`src/rtl/pipe_hazard_ctrl.sv`:
```
// Hazard and sequencing controller for the 5-stage pipeline: stall/flush
// generation for PC, IF/ID and ID/EX, multi-cycle op handshake, perf counters.
//
// state   | meaning
// IDLE    | normal flow; resolves jump > mc_req > load-use each cycle
// FLUSH   | IF/ID still being flushed after a taken jump
// MC_WAIT | pipeline frozen until multi-cycle done or timeout
module pipe_hazard_ctrl #(
    parameter int FLUSH_CYCLES = 2,
    parameter int MC_TIMEOUT   = 64,
    parameter int CNT_W        = 32
) (
    input  logic             clk,
    input  logic             rst,
    input  logic [4:0]       id_rs1_addr_i,
    input  logic [4:0]       id_rs2_addr_i,
    input  logic             id_rs1_ren_i,
    input  logic             id_rs2_ren_i,
    input  logic [4:0]       ex_rd_addr_i,
    input  logic             ex_reg_wen_i,
    input  logic             ex_is_load_i,
    input  logic             ex_jump_en_i,
    input  logic             ex_mc_req_i,
    input  logic             ex_mc_done_i,
    output logic             stall_pc_o,
    output logic             stall_if_id_o,
    output logic             stall_id_ex_o,
    output logic             flush_if_id_o,
    output logic             flush_id_ex_o,
    output logic             mc_start_o,
    output logic             mc_err_o,
    output logic [CNT_W-1:0] stall_cnt_o,
    output logic [CNT_W-1:0] flush_cnt_o
);

    localparam int TW = $clog2(MC_TIMEOUT + 1);

    typedef enum logic [1:0] {IDLE, FLUSH, MC_WAIT} state_t;

    state_t           state_q, state_d;
    logic [2:0]       fcnt_q, fcnt_d;
    logic [TW-1:0]    timer_q, timer_d;
    logic             err_q, err_d;
    logic [CNT_W-1:0] stall_cnt_q, flush_cnt_q;
    logic             jump_acc;
    logic             lu;
    logic             st_pc, st_ifid, st_idex, fl_ifid, fl_idex, mc_start;

    assign lu = ex_is_load_i && ex_reg_wen_i && (ex_rd_addr_i != 5'd0) &&
                ((id_rs1_ren_i && (id_rs1_addr_i == ex_rd_addr_i)) ||
                 (id_rs2_ren_i && (id_rs2_addr_i == ex_rd_addr_i)));

    always_comb begin
        state_d  = state_q;
        fcnt_d   = fcnt_q;
        timer_d  = timer_q;
        err_d    = err_q;
        jump_acc = 1'b0;
        st_pc    = 1'b0;
        st_ifid  = 1'b0;
        st_idex  = 1'b0;
        fl_ifid  = 1'b0;
        fl_idex  = 1'b0;
        mc_start = 1'b0;
        case (state_q)
            IDLE: begin
                if (ex_jump_en_i) begin
                    fl_ifid  = 1'b1;
                    fl_idex  = 1'b1;
                    jump_acc = 1'b1;
                    if (FLUSH_CYCLES > 1) begin
                        state_d = FLUSH;
                        fcnt_d  = 3'(FLUSH_CYCLES - 1);
                    end
                end else if (ex_mc_req_i) begin
                    st_pc    = 1'b1;
                    st_ifid  = 1'b1;
                    st_idex  = 1'b1;
                    mc_start = 1'b1;
                    state_d  = MC_WAIT;
                    timer_d  = '0;
                end else if (lu) begin
                    st_pc   = 1'b1;
                    st_ifid = 1'b1;
                    fl_idex = 1'b1;
                end
            end
            FLUSH: begin
                fl_ifid = 1'b1;
                if (ex_jump_en_i) begin
                    fl_idex  = 1'b1;
                    jump_acc = 1'b1;
                    fcnt_d   = 3'(FLUSH_CYCLES - 1);
                end else begin
                    fcnt_d = fcnt_q - 3'd1;
                    if (fcnt_q == 3'd1) state_d = IDLE;
                end
            end
            MC_WAIT: begin
                st_pc   = 1'b1;
                st_ifid = 1'b1;
                st_idex = 1'b1;
                timer_d = timer_q + TW'(1);
                // A done arriving on the timeout cycle completes normally.
                if (ex_mc_done_i) begin
                    state_d = IDLE;
                end else if (timer_q == TW'(MC_TIMEOUT - 1)) begin
                    err_d   = 1'b1;
                    state_d = IDLE;
                end
            end
            default: state_d = IDLE;
        endcase
    end

    assign stall_pc_o    = st_pc;
    assign stall_if_id_o = st_ifid;
    assign stall_id_ex_o = st_idex;
    assign flush_if_id_o = fl_ifid & ~st_ifid;
    assign flush_id_ex_o = fl_idex & ~st_idex;
    assign mc_start_o    = mc_start;
    assign mc_err_o      = err_q;
    assign stall_cnt_o   = stall_cnt_q;
    assign flush_cnt_o   = flush_cnt_q;

    always_ff @(posedge clk) begin
        if (rst) begin
            state_q     <= IDLE;
            fcnt_q      <= 3'd0;
            timer_q     <= '0;
            err_q       <= 1'b0;
            stall_cnt_q <= '0;
            flush_cnt_q <= '0;
        end else begin
            state_q <= state_d;
            fcnt_q  <= fcnt_d;
            timer_q <= timer_d;
            err_q   <= err_d;
            if (st_pc)    stall_cnt_q <= stall_cnt_q + CNT_W'(1);
            if (jump_acc) flush_cnt_q <= flush_cnt_q + CNT_W'(1);
        end
    end

endmodule

```
`config.mk`:
```
export PLATFORM = sky130hd
export DESIGN_NAME = pipe_hazard_ctrl
export DESIGN_NICKNAME = d
export VERILOG_FILES = /design/src/rtl/pipe_hazard_ctrl.sv
export SDC_FILE = /design/constraint.sdc
export NUM_CORES = 1
export LEC_CHECK = 0
export BUFFER_PORTS_ARGS = -buffer_cell sky130_fd_sc_hd__buf_4
export CORE_ASPECT_RATIO = 1.4
export CORE_UTILIZATION = 53
export DETAILED_ROUTE_END_ITERATION = 8
export PLACE_DENSITY = 0.9
export SETUP_SLACK_MARGIN = 0.1
export SLEW_MARGIN = 25
export SYNTH_ARGS = -nofsm -noshare
export SYNTH_HDL_FRONTEND = slang
export SYNTH_SLANG_ARGS = --single-unit
export TNS_END_PERCENT = 5
```
`constraint.sdc`:
```
create_clock -name clk -period 3.4 [get_ports clk]
set_clock_uncertainty 0.05 [all_clocks]
set_input_delay 0.34 -clock clk [delete_from_list [all_inputs] [get_ports clk]]
set_output_delay 0.34 -clock clk [all_outputs]
set_load 0.005 [all_outputs]
```
==> summary.md <==
| Metric | Value |
|---|---|
| Outcome | `complete, no violations` |
| Comb pwr share | `7.7%` |
| Vias per cell | `5.65` |
| 1st-iter DRT viols | `244` |
| Least-Margin Pin Slew | `0.738 ns` |
| Critical-path cell list | `a21oi_1 > or2_2 > inv_2 > a21oi_4 > buf_16 > buf_4 > or4_1 > a21oi_1` |
| FFs w/ async S/R, synth | `0%` |
| Design area | `4680 um2` |
| Synth area leaders | `dfxtp_1, xor2_1, nor2_1` |
| RSZ-0062 raised after global routing | `false` |
| Int Pwr | `1.37 mW` |
| HPWL after DPL | `between 6000 and 7000 um` |
| Worst R2R Path Depth | `8` |
| Routed length per placed instance | `between 10 and 15 um` |
| P_leak | `1.79 nW` |
| Dominant cell type by area after synthesis | `dfxtp_1` |
| Crit path required time | `3.63 ns` |
| HP Start | `ex_mc_done_i` |
| Yosys warns | `0` |
| Seq pwr share | `51.7%` |
| Pre-antenna DRT Iters | `4` |
| Max H-tree Level | `3` |
| Largest fanout on the critical path | `39` |
| Boundary pin count | `95` |
| Final Net Count | `around 560` |
| Hold Crit Endpoint | `mc_err_o$_SDFFE_PP0P_` |
| Die ar. | `roughly 7400 um2` |
| Post-Place Cells | `614` |
| Critical Path AT | `2.65 ns` |
| All-Layer GR Usage | `25.5%` |
| Clock share of power | `40.6%` |
| Crit path max-delay family | `simple AND/OR/NAND/NOR gates` |
| Sw Ratio | `~23%` |
| Slew HR | `50.8%` |
| Height of the die | `roughly 100 um` |
| Max cap viols | `0` |
| Clock root cell | `clkbuf_8` |
| Die width | `between 70 and 80 um` |
| Crit path largest cell delay | `0.58 ns` |
| Synth unique cells | `41` |
| Max clock buf depth | `2` |
| Hold_buf cts | `0` |
| Sink Count | `77` |
| P_sw | `416 uW` |
| Fmax | `412 MHz` |
| Post-synth EDFFs | `0` |
| Crit Path Category | `reg2reg` |
| Startpoint Class | `register` |
| Period utilisation layout | `71.3%` |
| Layout area overhead | `25.8%` |
| CP most frequent cell | `a21oi_1` |
| Most frequent cell after synthesis | `dfxtp_1` |
| R2R Setup Slk | `between 0.9 and 1 ns` |
| Crit-path slowest cell | `dfxtp_1` |
| Worst hold path class | `in2reg` |
| Clk_lat worst skew | `0.35 ns` |
| Post-layout min period | `2.43 ns` |
| CTS tree | `done` |
| Final Hold Vio Count | `0` |
| Total CTS buffers | `9` |
| Std-Cell Rows | `35` |
| Fraction of layout cells with a size suffix above 1 | `~22%` |
| CP Buf/Inv Count | `3` |
| Initial core utilization | `55.6%` |
| Initial antenna violation count | `0` |
| Total negative slack | `0 ns` |
| Syn avg cell area | `8.25 um2` |
| Total power | `between 1.5 and 2 mW` |
| Power per cell area | `382 nW/um2` |
| Crit end category | `register` |
| Share of the synthesized area in the top cell type | `about two fifths` |
| Ant diodes | `0` |
| Dominant synthesized flop cell | `dfxtp_1` |
| Final setup viols | `0` |
| GP Congestion | `0.827` |
| IO buf count | `94` |
| Vias in the first global route | `3396` |
| Finished Layout Cells | `631` |
| Synth Register Bits | `77` |
| Mapped Cells | `451` |
| Syn Nets | `480` |
| FF-to-FF End | `stall_cnt_o[17]$_SDFFE_PP0P_` |
| Cell area after placement | `4440 um2` |
| Worst hold stages | `3` |
| Top cells by count, synth | `dfxtp_1, nor2_1, a21oi_1` |
| Post-route ant nets | `0` |
| Cell Area, Synth | `3720 um2` |
| Max-slew violations | `0` |
| GRT overflow | `0` |
| Maximum number of pins on one net before global-route repair | `74` |
| Register area share after synthesis | `roughly two fifths` |
| Clk slew on worst S/H paths | `0.07 ns` |
| Total number of vias | `3565` |
| Global-route wire length before repair | `14900 um` |
| Max VDD drop | `366 uV` |
| Core area | `6700 um2` |
| Drt drc | `0` |
| Post-CTS setup buffers | `0` |
| Post-CTS Resized | `0` |
| DRT Wirelength | `8860 um` |
| Reg-to-reg startpoint | `state_q[1]$_SDFFE_PP0P_` |
[worst reg2reg max path, stage by stage (launching register included)]
cell and delay (ns):
dfxtp_1 0.58, a21oi_1 0.08, or2_2 0.32, inv_2 0.15, a21oi_4 0.10, buf_16 0.21, buf_4 0.19, or4_1 0.50
a21oi_1 0.15
[sequential cells by signal, indices dropped and copies added (netlist names)]
register and cells:
state_q 2, timer_q 7, flush_cnt_o 32, fcnt_q 3
stall_cnt_o 32, mc_err_o 1
[routing by layer]
metal	share of wire, %	track usage [%]	vias up	wire length, um
met5	0	0	-	0
met4	1.9	11.3	0	167
met3	4.6	5.87	14	408
met2	54	46.2	101	4790
met1	39	28.0	1684	3500
li1	-	-	1766	-
[final cells by class]
| class | count | area [um2] |
|---|---|---|
| multi-input cells | 342 | 2040 |
| fillers | 535 | 2020 |
| flip-flops and latches | 77 | 1540 |
| repair buffers | 96 | 741 |
| clock buffers | 13 | 169 |
| well taps | 92 | 115 |
| clock inverters | 3 | 42.5 |
| inverters | 8 | 30.0 |
[per-stage QoR]
| step | setup WS [ns] | utilization, % | hold WS [ns] |
|---|---|---|---|
| floorplan | 1.40 | - | 0.400 |
| global placement | 1.01 | 66.3 | 0.411 |
| detailed placement | 0.924 | 66.3 | 0.431 |
| CTS | 0.674 | 69.5 | 0.212 |
| global route | 0.828 | 69.9 | 0.227 |
| finish | 0.975 | 69.9 | 0.224 |
[power by group through the flow]
stage                     clock network [mW]  logic, mW  registers (mW)
final                                  0.726      0.138           0.926
after global routing                   0.785      0.152           0.927
after CTS                              0.742      0.131           0.925
after detailed placement                   0      0.131           0.946
after global placement                     0      0.126           0.945
after floorplan                            0     0.0833           0.940
[cells in the final DEF (no fill, tap or decap), drive strengths merged, types with 8 or more instances in the layout]
cell,count
buf,96
dfxtp,77
nor2,56
a21oi,42
nand2,31
xor2,29
nand3,24
o21ai,23
or3,22
nand4,18
xnor2,15
clkbuf,13
o31ai,12
or4,12
and3,9
and4,8
inv,8
[worst max path at each step]
stage | startpoint | cells past startpoint | slack, ns | to
5_1_grt | state_q[1]$_SDFFE_PP0P_ | 8 | 0.83 | stall_cnt_o[20]$_SDFFE_PP0P_
3_5_place_dp | ex_rd_addr_i[1] | 8 | 0.92 | stall_cnt_o[20]$_SDFFE_PP0P_
6_report | state_q[1]$_SDFFE_PP0P_ | 8 | 0.97 | stall_cnt_o[17]$_SDFFE_PP0P_
4_1_cts | state_q[1]$_SDFFE_PP0P_ | 6 | 0.67 | stall_if_id_o
2_1_floorplan | state_q[0]$_SDFFE_PP0P_ | 8 | 1.40 | stall_pc_o
3_3_place_gp | ex_rd_addr_i[0] | 7 | 1.01 | stall_if_id_o
[logic make-up after synthesis]
group / Yosys count / share of synthesized area [%]
adders and majority gates: 5 / 1.68
muxes: 2 / 0.538
buffers and inverters: 32 / 3.90
and+or+nand+nor: 209 / 29.7
AOI/OAI and AO/OA: 82 / 12.4
xor gates and xnor gates: 44 / 10.4
DFF: 77 / 41.4
No activity file was read; power rests on OpenSTA's default activity.
